<file path="src/rtl/lap_recall_hold_if.sv">
// Lap/recall stage bus: live digits and buttons in, display digits and status out.
// master drives the counter/button side, slave is the lap_recall_hold block.
interface lap_recall_hold_if;
    logic       lap_pulse;
    logic       recall_pulse;
    logic       clear_pulse;
    logic       running;
    logic [3:0] live_min;
    logic [3:0] live_st;
    logic [3:0] live_su;
    logic [3:0] live_ten;
    logic [3:0] disp_min;
    logic [3:0] disp_st;
    logic [3:0] disp_su;
    logic [3:0] disp_ten;
    logic       hold_active;
    logic       recall_mode;
    logic [1:0] lap_index;
    logic [2:0] lap_count;

    modport master (
        output lap_pulse, recall_pulse, clear_pulse, running,
        output live_min, live_st, live_su, live_ten,
        input  disp_min, disp_st, disp_su, disp_ten,
        input  hold_active, recall_mode, lap_index, lap_count
    );

    modport slave (
        input  lap_pulse, recall_pulse, clear_pulse, running,
        input  live_min, live_st, live_su, live_ten,
        output disp_min, disp_st, disp_su, disp_ten,
        output hold_active, recall_mode, lap_index, lap_count
    );
endinterface

</file>
<file path="src/rtl/lap_recall_hold.sv">
// Lap/split capture between stopwatch counter and display mux: live pass-through,
// timed split hold, four-entry circular lap buffer and timed recall browsing.
module lap_recall_hold #(
    parameter int HOLD_CYCLES = 300_000_000,
    parameter int TIMER_W     = 29
) (
    input logic         clock,
    input logic         reset_n,
    lap_recall_hold_if.slave bus
);
    typedef enum logic [1:0] {LIVE, HOLD, RECALL} state_t;

    localparam logic [TIMER_W-1:0] RELOAD = TIMER_W'(HOLD_CYCLES - 1);

    state_t             state, state_n;
    logic [TIMER_W-1:0] timer, timer_n;
    logic [1:0]         wr_ptr, wr_ptr_n;
    logic [1:0]         idx_n, rd_ptr;
    logic [2:0]         count_n;
    logic [15:0]        live, disp_n, hold_reg;
    logic [3:0][15:0]   buffer;
    logic               capture, lap_ok;

    assign live   = {bus.live_min, bus.live_st, bus.live_su, bus.live_ten};
    assign lap_ok = bus.lap_pulse & bus.running;

    always_ff @(posedge clock) begin
        if (!reset_n) state <= LIVE;
        else          state <= state_n;
    end

    always_comb begin
        state_n = state;
        timer_n = timer;
        wr_ptr_n = wr_ptr;
        count_n = bus.lap_count;
        idx_n   = bus.lap_index;
        capture = 1'b0;

        if (bus.clear_pulse) begin
            state_n  = LIVE;
            count_n  = 3'd0;
            wr_ptr_n = 2'd0;
            idx_n    = 2'd0;
            timer_n  = '0;
        end else begin
            unique case (state)
                LIVE: begin
                    if (lap_ok) begin
                        capture = 1'b1;
                    end else if (bus.recall_pulse && bus.lap_count != 3'd0) begin
                        state_n = RECALL;
                        idx_n   = 2'd0;
                        timer_n = RELOAD;
                    end
                end
                HOLD: begin
                    if (lap_ok) begin
                        capture = 1'b1;
                    end else if (bus.recall_pulse) begin
                        state_n = RECALL;
                        idx_n   = 2'd0;
                        timer_n = RELOAD;
                    end else if (timer == '0) begin
                        state_n = LIVE;
                    end else begin
                        timer_n = timer - 1'b1;
                    end
                end
                RECALL: begin
                    // A lap press while browsing just returns to the live view.
                    if (bus.lap_pulse) begin
                        state_n = LIVE;
                        timer_n = '0;
                    end else if (bus.recall_pulse) begin
                        idx_n   = ({1'b0, bus.lap_index} == bus.lap_count - 3'd1) ?
                                  2'd0 : bus.lap_index + 2'd1;
                        timer_n = RELOAD;
                    end else if (timer == '0) begin
                        state_n = LIVE;
                    end else begin
                        timer_n = timer - 1'b1;
                    end
                end
                default: state_n = LIVE;
            endcase
        end

        if (capture) begin
            state_n  = HOLD;
            timer_n  = RELOAD;
            wr_ptr_n = wr_ptr + 2'd1;
            count_n  = (bus.lap_count == 3'd4) ? 3'd4 : bus.lap_count + 3'd1;
        end

        if (state_n != RECALL) idx_n = 2'd0;

        // Newest entry sits just behind the write pointer.
        rd_ptr = wr_ptr_n - 2'd1 - idx_n;

        unique case (state_n)
            HOLD:    disp_n = capture ? live : hold_reg;
            RECALL:  disp_n = buffer[rd_ptr];
            default: disp_n = live;
        endcase
    end

    always_ff @(posedge clock) begin
        if (!reset_n) begin
            timer           <= '0;
            wr_ptr          <= 2'd0;
            hold_reg        <= 16'd0;
            buffer          <= '0;
            bus.disp_min    <= 4'd0;
            bus.disp_st     <= 4'd0;
            bus.disp_su     <= 4'd0;
            bus.disp_ten    <= 4'd0;
            bus.hold_active <= 1'b0;
            bus.recall_mode <= 1'b0;
            bus.lap_index   <= 2'd0;
            bus.lap_count   <= 3'd0;
        end else begin
            timer  <= timer_n;
            wr_ptr <= wr_ptr_n;
            if (capture) begin
                hold_reg       <= live;
                buffer[wr_ptr] <= live;
            end
            {bus.disp_min, bus.disp_st, bus.disp_su, bus.disp_ten} <= disp_n;
            bus.hold_active <= (state_n == HOLD);
            bus.recall_mode <= (state_n == RECALL);
            bus.lap_index   <= idx_n;
            bus.lap_count   <= count_n;
        end
    end
endmodule

</file>
<file path="src/flat_wrapper.sv">
// flat-port wrapper written by rule: the top's interface ports become plain ports
module lap_recall_hold_flat 
#(
    parameter int HOLD_CYCLES = 300_000_000,
    parameter int TIMER_W     = 29
)
  (clock, reset_n, bus_lap_pulse, bus_recall_pulse, bus_clear_pulse, bus_running, bus_live_min, bus_live_st, bus_live_su, bus_live_ten, bus_disp_min, bus_disp_st, bus_disp_su, bus_disp_ten, bus_hold_active, bus_recall_mode, bus_lap_index, bus_lap_count);
  lap_recall_hold_if bus_i ();
  input logic clock;
  input logic reset_n;
  input wire logic [$bits(bus_i.lap_pulse)-1:0] bus_lap_pulse;
  input wire logic [$bits(bus_i.recall_pulse)-1:0] bus_recall_pulse;
  input wire logic [$bits(bus_i.clear_pulse)-1:0] bus_clear_pulse;
  input wire logic [$bits(bus_i.running)-1:0] bus_running;
  input wire logic [$bits(bus_i.live_min)-1:0] bus_live_min;
  input wire logic [$bits(bus_i.live_st)-1:0] bus_live_st;
  input wire logic [$bits(bus_i.live_su)-1:0] bus_live_su;
  input wire logic [$bits(bus_i.live_ten)-1:0] bus_live_ten;
  output wire logic [$bits(bus_i.disp_min)-1:0] bus_disp_min;
  output wire logic [$bits(bus_i.disp_st)-1:0] bus_disp_st;
  output wire logic [$bits(bus_i.disp_su)-1:0] bus_disp_su;
  output wire logic [$bits(bus_i.disp_ten)-1:0] bus_disp_ten;
  output wire logic [$bits(bus_i.hold_active)-1:0] bus_hold_active;
  output wire logic [$bits(bus_i.recall_mode)-1:0] bus_recall_mode;
  output wire logic [$bits(bus_i.lap_index)-1:0] bus_lap_index;
  output wire logic [$bits(bus_i.lap_count)-1:0] bus_lap_count;
  assign bus_i.lap_pulse = bus_lap_pulse;
  assign bus_i.recall_pulse = bus_recall_pulse;
  assign bus_i.clear_pulse = bus_clear_pulse;
  assign bus_i.running = bus_running;
  assign bus_i.live_min = bus_live_min;
  assign bus_i.live_st = bus_live_st;
  assign bus_i.live_su = bus_live_su;
  assign bus_i.live_ten = bus_live_ten;
  assign bus_disp_min = bus_i.disp_min;
  assign bus_disp_st = bus_i.disp_st;
  assign bus_disp_su = bus_i.disp_su;
  assign bus_disp_ten = bus_i.disp_ten;
  assign bus_hold_active = bus_i.hold_active;
  assign bus_recall_mode = bus_i.recall_mode;
  assign bus_lap_index = bus_i.lap_index;
  assign bus_lap_count = bus_i.lap_count;
  lap_recall_hold #(.HOLD_CYCLES(HOLD_CYCLES), .TIMER_W(TIMER_W)) u_core (.clock(clock), .reset_n(reset_n), .bus(bus_i));
endmodule
</file>
<file path="config.mk">
export PLATFORM = sky130hd
export DESIGN_NAME = lap_recall_hold_flat
export DESIGN_NICKNAME = d
export VERILOG_FILES = /design/src/rtl/lap_recall_hold_if.sv /design/src/rtl/lap_recall_hold.sv /design/src/flat_wrapper.sv
export SDC_FILE = /design/constraint.sdc
export NUM_CORES = 1
export LEC_CHECK = 0
export ABC_AREA = 0
export CAP_MARGIN = 20
export CORE_UTILIZATION = 45
export CTS_CLUSTER_DIAMETER = 200
export DETAILED_ROUTE_END_ITERATION = 8
export REMOVE_ABC_BUFFERS = 1
export SLEW_MARGIN = 30
export SYNTH_ARGS = -nofsm -noshare
export SYNTH_HDL_FRONTEND = slang
export SYNTH_SLANG_ARGS = --single-unit
</file>
<file path="constraint.sdc">
create_clock -name clock -period 10.45 [get_ports clock]
set_clock_uncertainty 0.15 [all_clocks]
set_input_delay 2.6125 -clock clock [delete_from_list [all_inputs] [get_ports clock]]
set_output_delay 2.6125 -clock clock [all_outputs]
set_load 0.01 [all_outputs]
</file>
; ---- Word-level counts from Yosys, hierarchy flattened
; Cells that the tools add are included.
[word_totals]
ff_bits = 136
in_bits = 22
output_inout_bits = 23
[op_classes]
add_sub_neg = 7
order_cmp = 3
n_eq_ne = 13
n_mux = 44
bitwise = 2
n_reduce_logical = 12
[ops]
columns = op, n
row1 = $mux 29, 8
row2 = $pmux 29 s3, 1
row3 = $bwmux 64, 1
row4 = $mux 16, 3
row5 = $mux 2, 20
row6 = $bmux 16 s2, 1
row7 = $demux 16 s2, 1
row8 = $pmux 16 s2, 1
row9 = $logic_not 29->1, 1
row10 = $sub 29x1->29 const B, 1
row11 = $pmux 2 s3, 2
row12 = $mux 3, 3
row13 = $ne 4x3->1 const B, 2
row14 = $reduce_and 4->1, 2
row15 = $lt 2x3->1 const B, 2
row16 = $ne 2x2->1 const B, 3
row17 = $reduce_bool 3->1, 2
row18 = $reduce_bool 5->1, 1
row19 = $add 2x1->2 const B, 2
row20 = $eq 2x1->1 const B, 2
row21 = $eq 2x2->1 const B, 2
row22 = $ne 4x2->1 const B, 1
row23 = $add 3x1->3 const B, 1
row24 = $eq 2x3->1, 1
row25 = other kinds (14), 17

; ---- Longest topological paths before layout
; Gate-level depths: netlist of run 1.
[logic_depth]
ltp_word = 13
ltp_mapped = 18
depth_no_buf = 15

; ---- Worst setup path before layout of run 1
; Ideal clock, no wire load.
[synth_timing]
kind = input port to flip-flop
start = in bus_running
end = reg u_core.bus.disp_min[0]
setup_ns = 0.079
arrival_time_ns = 5.924
required_ns = 10.221
path_slack_ns = 4.297
path_stages = 13
path_buffers = 5
cell_sequence = o211a_1 clkbuf_1 clkbuf_1 nor4_1 ha_1 clkbuf_1 nand4_1 ha_1 buf_2 dlygate4sd3_1 mux2i_1 mux2_4 a211oi_2
[synth_between]
elab_chain_len = 11
elab_cells_between_ends = 24
cone_classes = add/sub (2) / eq/ne (3) / mux (18) / bitwise (1)
[synth_rtl]
columns = item, line
row1 = from (decl), flat_wrapper.sv:14  ; input wire logic [$bits(bus_i.running)-1:0] bus_running;
row2 = $and 1x1->1 *, lap_recall_hold.sv:25  ; assign lap_ok = bus.lap_pulse & bus.running;
row3 = "$mux 2, or another cell as far along", lap_recall_hold.sv:58  ; if (lap_ok) begin
row4 = $pmux 2 s3 / $mux 1 (equally long branches), -
row5 = $mux 2 / $mux 1 (equally long branches), lap_recall_hold.sv:40  ; if (bus.clear_pulse) begin
row6 = $mux 2 *, lap_recall_hold.sv:89  ; if (capture) begin
row7 = named net u_core.state_n[1], lap_recall_hold.sv:15  ; state_t state, state_n;
row8 = $ne 2x2->1, lap_recall_hold.sv:96  ; if (state_n != RECALL) idx_n = 2'd0;
row9 = $mux 2, lap_recall_hold.sv:96
row10 = $sub 2x2->2, lap_recall_hold.sv:99  ; rd_ptr = wr_ptr_n - 2'd1 - idx_n;
row11 = $bmux 16 s2, lap_recall_hold.sv:103  ; RECALL: disp_n = buffer[rd_ptr];
row12 = $mux 16 (not written as such), lap_recall_hold.sv:103
row13 = $pmux 16 s2 *, lap_recall_hold.sv:101  ; unique case (state_n)
row14 = to (signal assigned), lap_recall_hold.sv:129  ; {bus.disp_min, bus.disp_st, bus.disp_su, bus.disp_ten} <= disp_n;
row15 = to (decl), lap_recall_hold_if.sv:31  ; output disp_min, disp_st, disp_su, disp_ten,
; The timed path passes the listed nets; every way through them passes the cells marked *. The select of a mux whose other input is x is not followed.
; A chain may end at the register's enable or synchronous reset.

; ---- Worst setup path in the final report of run 1
[layout_timing]
start = in bus_recall_pulse
end = reg u_core.bus.disp_su[2]
[layout_between]
elab_chain_len = 12
elab_cells_between_ends = 26
cone_classes = add/sub (1) / eq/ne (3) / mux (21) / reduce/logical (1)
[layout_rtl]
columns = item, line
row1 = from (decl), flat_wrapper.sv:12  ; input wire logic [$bits(bus_i.recall_pulse)-1:0] bus_recall_pulse;
row2 = $logic_and 1x1->1, lap_recall_hold.sv:51  ; end else if (bus.recall_pulse && bus.lap_count != 3'd0) begin
row3 = $mux 2, lap_recall_hold.sv:51
row4 = $mux 2, lap_recall_hold.sv:49  ; if (lap_ok) begin
row5 = $pmux 2 s3 *, lap_recall_hold.sv:47  ; unique case (state)
row6 = $mux 2 *, lap_recall_hold.sv:40
row7 = $mux 2 *, lap_recall_hold.sv:89
row8 = named net u_core.state_n[1], lap_recall_hold.sv:15
row9 = $ne 2x2->1, lap_recall_hold.sv:96
row10 = $mux 2, lap_recall_hold.sv:96
row11 = $sub 2x2->2, lap_recall_hold.sv:99
row12 = $bmux 16 s2, lap_recall_hold.sv:103
row13 = $mux 16 (not written as such), lap_recall_hold.sv:103
row14 = $pmux 16 s2 *, lap_recall_hold.sv:101
row15 = to (signal assigned), lap_recall_hold.sv:129
row16 = to (decl), lap_recall_hold_if.sv:31
; Marks and branches as above.

==> out/qor.yml, run 1 <==
cts:
  cts_resized: 0
  cts_tree: "built"
  cts_setup_buffers: 0
  clock_sinks: 136
  clk_latency_ns: 0.42
  cts-hold-fix-buffers: 0
  cts_inserted_buffers: 17
  clock-root-buffer: "clkbuf_16"
  path_clk_slew_ns: 0.05
  clock_path_buffers: 2
  htreeDepth: 4
logic_synthesis:
  synth_area_um2: 6740
  synthArstFlopShare_pct: 0
  synth_fa_ha_area_share_pct: 2.784
  synthMuxAreaShare_pct: 10.95
  syn_inst: 795
  synth_top_family_by_area: "simple AND/OR/NAND/NOR gates"
  synth_top_area_cell: "dfxtp_1"
  yosys_warnings: 0
  synthXorXnorAreaFrac_pct: 2.190
  ys_seq_elements: 136
  synth_compound_area_share_pct: 16.82
  avgSynthCellArea_um2: 8.478
  synth_top_area_share_pct: 40.39
  synth-seq-area-share_pct: 40.39
  ys_top_cells_by_area: "dfxtp_1 (40%), nand2_1 (8.5%), a21oi_1 (8.2%)"
  synth_edf_count: 0
  ys.flop_type: "dfxtp_1"
  yosys.area_share.simple_pct: 22.20
  ys_types: 62
outcome:
  status: "completed"
critical_path:
  worst_path_max_delay_cell: "ha_1"
  critical_path.cell_chain: "clkdlybuf4s50_1, and3_1, o21ai_0, a22oi_1, a31oi_1, nor4_1, ha_1, nand4_1, ha_4, xor2_1, xnor2_2, buf_4, mux2_2, a211oi_1"
  reg2reg_depth: 15
  timing.critical_path.slowest_cell_delay_ns: 0.78
  crit_type: "in -> reg"
  critPathTopFamily: "adder cells"
  critical_path_arrival_ns: 6.77
  r2r_end: "u_core.bus.disp_su[2]"
  r2r_start: "u_core.timer[17]"
  worst-path-buf-inv: 2
  cp_max_fo: 19
  worstSetupEndpointType: "flip-flop"
  cp-start-kind: "primary input"
  required_ns: 10.63
  reg2reg_slack_ns: 5.51
grt:
  grt_max_degree: 68
  grt_pass1_vias: 5738
  grt_remaining_overflow: 0
  antenna_found_initial: 0
  grt_pass1_wl_mm: 28.73
  grt_usage_pct: 23.21
sta:
  layout_min_cycle_time_ns: 6.596
  clock.fmax_ghz: 0.1516
  final.setup.tns_ns: 0
  relSlewSlack_pct: 41.67
  rsz0062_at_grt: "false"
  slew_violations: 0
  setup_violations: 0
  worstMarginPinSlew_ns: 0.8749
  finalHoldViolations: 0
  fin_crit_sh_pct: 63.12
  whs_ns: 0.3022
placement:
  dp_hpwl_mm: 10.69
  dp_cells: 976
  io_buffers: 44
  place_congestion: 0.8244
final_layout:
  final_common_cell: "nand2_1"
  mostFrequentLayoutCells: "nand2_1 (152), dfxtp_1 (136), a21oi_1 (110)"
  drive_above_1_share_pct: 10.92
  area_delta_synth_final_pct: 15.00
  fill_cells: 1300
  stdcell_count: 1008
  diodes: 0
  post-route-util_pct: 53.13
  final-seq-area_um2: 2723
  multi_input_area_um2: 3727
  fin_nets: 848
  largest_reg_flops: 64
power_and_ir_drop:
  power.leakage_nw: 3.012
  ir_worst_vdd_mv: 0.1247
  design_power_total_mw: 1.272
  p_per_area_nw_per_um2: 164.1
die:
  die_y_um: 124.4
  io_pins: 45
  coreArea_um2: 14590
  rows: 44
  fp.dieW_um: 124.4
  start_util_pct: 46.20
  dieArea_um2: 15470
routing:
  wire_per_inst_um: 17.13
  drt-initial-drc-count: 406
  vias_per_cell: 5.690
  drt_first_pass_iters: 5
  final_antenna_net_count: 0
  drc_errors: 0
  vias: 5736
  drt-total-wl_mm: 17.27
worst_hold_path:
  hp-start: "u_core.buffer[11]"
  hold_path_depth: 2
  worstHoldEndpoint: "u_core.buffer[11]"
  hold_path.class: "reg -> reg"
run:
  maxCapViolations: 0
==> stage by stage <==
| stage | instance area [um^2] | setup WS, ns |
|---|---|---|
| 6_report | 7751 | 3.854 |
| 5_1_grt | 7751 | 3.506 |
| 4_1_cts | 7741 | 3.705 |
| 3_5_place_dp | 7188 | 3.274 |
| 3_3_place_gp | 7177 | 3.480 |
| 2_1_floorplan | 6486 | 4.451 |
==> synthesized netlist by cell type (all sizes together), types with 4 or more instances <==
library cell	number
mux2	32
a211oi	17
ha	15
nor4	7
and3	7
nor2	39
xnor2	8
a31oi	6
nor2b	7
inv	16
nand2b	6
o211ai	4
nand3	17
and2b	11
xor2	8
o21ai	44
nand2	152
and2	21
or4	4
a21oi	110
or3	4
clkbuf	34
mux2i	34
dfxtp	136
nor3	10
buf	11
==> worst min-delay path, cell delays in order, from the launching register on <==
cell     delay (ns)
dfxtp_1        0.30
nand2_1        0.05
a21oi_1        0.05
==> cell families after synthesis <==
group	count (synthesis)
muxes	66
and+or+nand+nor	302
buffers and inverters	65
xor gates and xnor gates	16
AOI/OAI and AO/OA	195
DFF	136
adders and majority gates	15
==> layer usage <==
metal	track usage [%]	routed length, um	vias to the layer above
met2	38.71	8306	150
met4	8.079	246	0
li1	-	-	2801
met5	0	0	-
met3	4.381	704	18
met1	29.86	8008	2767
==> report_power, final <==
group	leakage, nW	switching, mW	internal, mW	total (mW)
clock network	0.274	0.222	0.344	0.566
registers	1.10	0.00941	0.535	0.544
logic	1.63	0.0982	0.0635	0.162
total	3.01	0.330	0.943	1.27
==> area by class of cell <==
type                            instances  area share [%]
Sequential cell                       136           35.13
Clock inverter                          8          0.9201
Multi-Input combinational cell        594           48.09
Tap cell                              184           2.970
Inverter                               16          0.8071
Clock buffer                           24           6.215
Timing Repair Buffer                   46           5.876
==> worst max path at each step <==
stage | start | to | slack, ns | cells past startpoint
floorplan | bus_running | u_core.bus.disp_min[0] | 4.45 | 12
global placement | bus_recall_pulse | u_core.bus.disp_su[0] | 3.48 | 12
detailed placement | bus_recall_pulse | u_core.bus.disp_min[2] | 3.27 | 12
CTS | bus_recall_pulse | u_core.bus.disp_min[2] | 3.70 | 12
global route | bus_recall_pulse | u_core.bus.disp_su[2] | 3.51 | 14
finish | bus_recall_pulse | u_core.bus.disp_su[2] | 3.85 | 14
Note: power is estimated with default switching activity, not from simulation.
==> run 2, diff against run 1 <==
PLACE_DENSITY = 0.66   (was unset)
clock period = 5.8 ns   (was 10.45 ns; I/O delays follow)
==> out/qor.yml, run 2 (synthesis results as in run 1) <==
outcome:
  status: "completed"
sta:
  finalHoldViolations: 0  # unchanged
  worstMarginPinSlew_ns: 0.8808  # +0.005900 ns
  rsz0062_at_grt: "false"
  clock.fmax_ghz: 0.2057
  fin_crit_sh_pct: 83.81
  layout_min_cycle_time_ns: 4.861
  relSlewSlack_pct: 41.28  # -0.39 points
  setup_violations: 0  # unchanged
  slew_violations: 0  # unchanged
  final.setup.tns_ns: 0  # unchanged
die:
  dieArea_um2: 15470  # unchanged
  coreArea_um2: 14590  # unchanged
  fp.dieW_um: 124.4  # unchanged
  die_y_um: 124.4  # unchanged
  io_pins: 45  # unchanged
  start_util_pct: 46.20  # unchanged
  rows: 44  # unchanged
cts:
  cts_inserted_buffers: 17  # unchanged
  cts_resized: 0  # unchanged
  htreeDepth: 4  # unchanged
  cts_tree: "built"
  clock_path_buffers: 2  # unchanged
  clock-root-buffer: "clkbuf_16"
  cts-hold-fix-buffers: 0  # unchanged
  clk_latency_ns: 0.42  # about the same
  path_clk_slew_ns: 0.06  # about the same
  cts_setup_buffers: 0  # unchanged
  clock_sinks: 136  # unchanged
power_and_ir_drop:
  p_sw_share_pct: 23.91  # -2.0 points
  power_frac_seq_pct: 39.1  # -3.7 points
  p_per_area_nw_per_um2: 316.5  # +93%
  ir_worst_vdd_mv: 0.2171  # +74%
  combPwrFrac_pct: 11.6  # -1.1 points
  power.leakage_nw: 3.112  # +3.3%
  pwr-share-clk_pct: 49.3  # +4.8 points
  power.switching_mw: 0.6000  # +82%
  p_int_mw: 1.910  # +100%
final_layout:
  fill_cells: 1261  # -3.0%
  finalInstanceArea_um2: 7930  # +2.3%
  diodes: 0  # unchanged
  final_common_cell: "nand2_1"
  final-seq-area_um2: 2723  # unchanged
  drive_above_1_share_pct: 11.99  # +1.1 points
  fin_nets: 858  # +1.2%
  multi_input_area_um2: 3710  # -0.47%
  area_delta_synth_final_pct: 17.65
  mostFrequentLayoutCells: "nand2_1 (152), dfxtp_1 (136), a21oi_1 (110)"
  largest_reg_flops: 64  # unchanged
routing:
  drt-initial-drc-count: 347  # -15%
  drc_errors: 0  # unchanged
  drt-total-wl_mm: 16.81  # -2.6%
  drt_first_pass_iters: 5  # unchanged
  wire_per_inst_um: 16.51  # -3.6%
  vias: 5750  # +0.24%
  vias_per_cell: 5.648  # -0.74%
  final_antenna_net_count: 0  # unchanged
critical_path:
  cp-start-kind: "primary input"
  crit_type: "in -> reg"
  timing.critical_path.slowest_cell_delay_ns: 0.68  # -0.10 ns
  critical_path.cell_chain: "clkdlybuf4s50_1, and3_1, o21ai_0, a22oi_1, a31oi_1, nor4_1, ha_1, buf_4, nor4b_2, xnor2_2, buf_4, mux2_2, a211oi_1"
  worst_path_max_delay_cell: "clkdlybuf4s50_1"
  critical_path_arrival_ns: 5.04  # -1.73 ns
  required_ns: 5.98  # -4.65 ns
  worstSetupEndpointType: "flip-flop"
  crit_path_frequent_cell: "buf_4"
  cp_max_fo: 18  # -1
placement:
  place_area_um2: 7253  # +0.91%
  place_congestion: 0.8865  # +7.5%
  io_buffers: 44  # unchanged
  dp_hpwl_mm: 10.54  # -1.4%
grt:
  antenna_found_initial: 0  # unchanged
  grt_pass1_vias: 5621  # -2.0%
  grt_remaining_overflow: 0  # unchanged
  grt_usage_pct: 21.97  # -1.2 points
  grt_pass1_wl_mm: 27.28  # -5.0%
  grt_max_degree: 67  # -1.5%
run:
  maxCapViolations: 0  # unchanged
worst_hold_path:
  hold_path.class: "reg -> reg"
run 2: cell count changes in the layout (fill, tap and decap cells not counted), sizes merged:
cell / before / now
clkbuf: 24 / 21
clkinvlp: 1 / 0
bufinv: 1 / 6
clkinv: 6 / 4
buf: 2 / 12
inv: 16 / 17
run 2: final timing paths:
path | from | slack, ns | cells after the start | endpoint
worst max-delay path | bus_recall_pulse | 0.94 | 13 | u_core.bus.disp_ten[1]
worst min-delay path | u_core.buffer[59] | 0.30 | 2 | u_core.buffer[59]
worst max register to register | u_core.timer[17] | 1.34 | 15 | u_core.bus.disp_ten[1]
worst min register to register | u_core.buffer[59] | 0.30 | 2 | u_core.buffer[59]
run 2: per-layer routing:
layer	global-route usage (%)	vias up	wire length [um]
met3	5.326	31	881
met5	0	-	0
li1	-	2810	-
met4	9.001	0	301
met1	26.97	2744	7517
met2	36.69	165	8107
run 2: area by class of cell:
cell class                      instances  area share [%]
Clock inverter                         11           2.730
Sequential cell                       136           34.33
Clock buffer                           21           5.806
Inverter                               16          0.7573
Multi-Input combinational cell        594           46.78
Timing Repair Buffer                   56           6.690
Tap cell                              184           2.903
run 2: power groups by stage:
stage	clock [mW]	sequential (mW)	combinational, mW
floorplan	0	1.00	0.178
global placement	0	1.00	0.279
detailed placement	0	1.00	0.288
CTS	1.25	0.980	0.290
global route	1.29	0.984	0.318
finish	1.24	0.981	0.291
run 2: worst max-delay path: cells and delay by family:
family | cells | cell delay (ns)
fa+ha+maj | 1 | 0.24
buf+inv | 3 | 1.30
compound gates | 4 | 0.60
xor+xnor | 1 | 0.16
simple gates | 3 | 0.91
mux | 1 | 0.38
run 2: stage by stage:
step           power, mW  setup slack, ns  util (%)  hold WS (ns)  std cells
2_1_floorplan      1.179           0.9637         -        0.2857        746
3_3_place_gp       1.279           0.7840     49.69        0.2908        986
3_5_place_dp       1.288           0.5978     49.72        0.2958        986
4_1_cts            2.523            1.035     54.36        0.3040       1018
5_1_grt            2.596           0.7882     54.36        0.3168       1018
6_report           2.510           0.9391     54.36        0.3037       1018
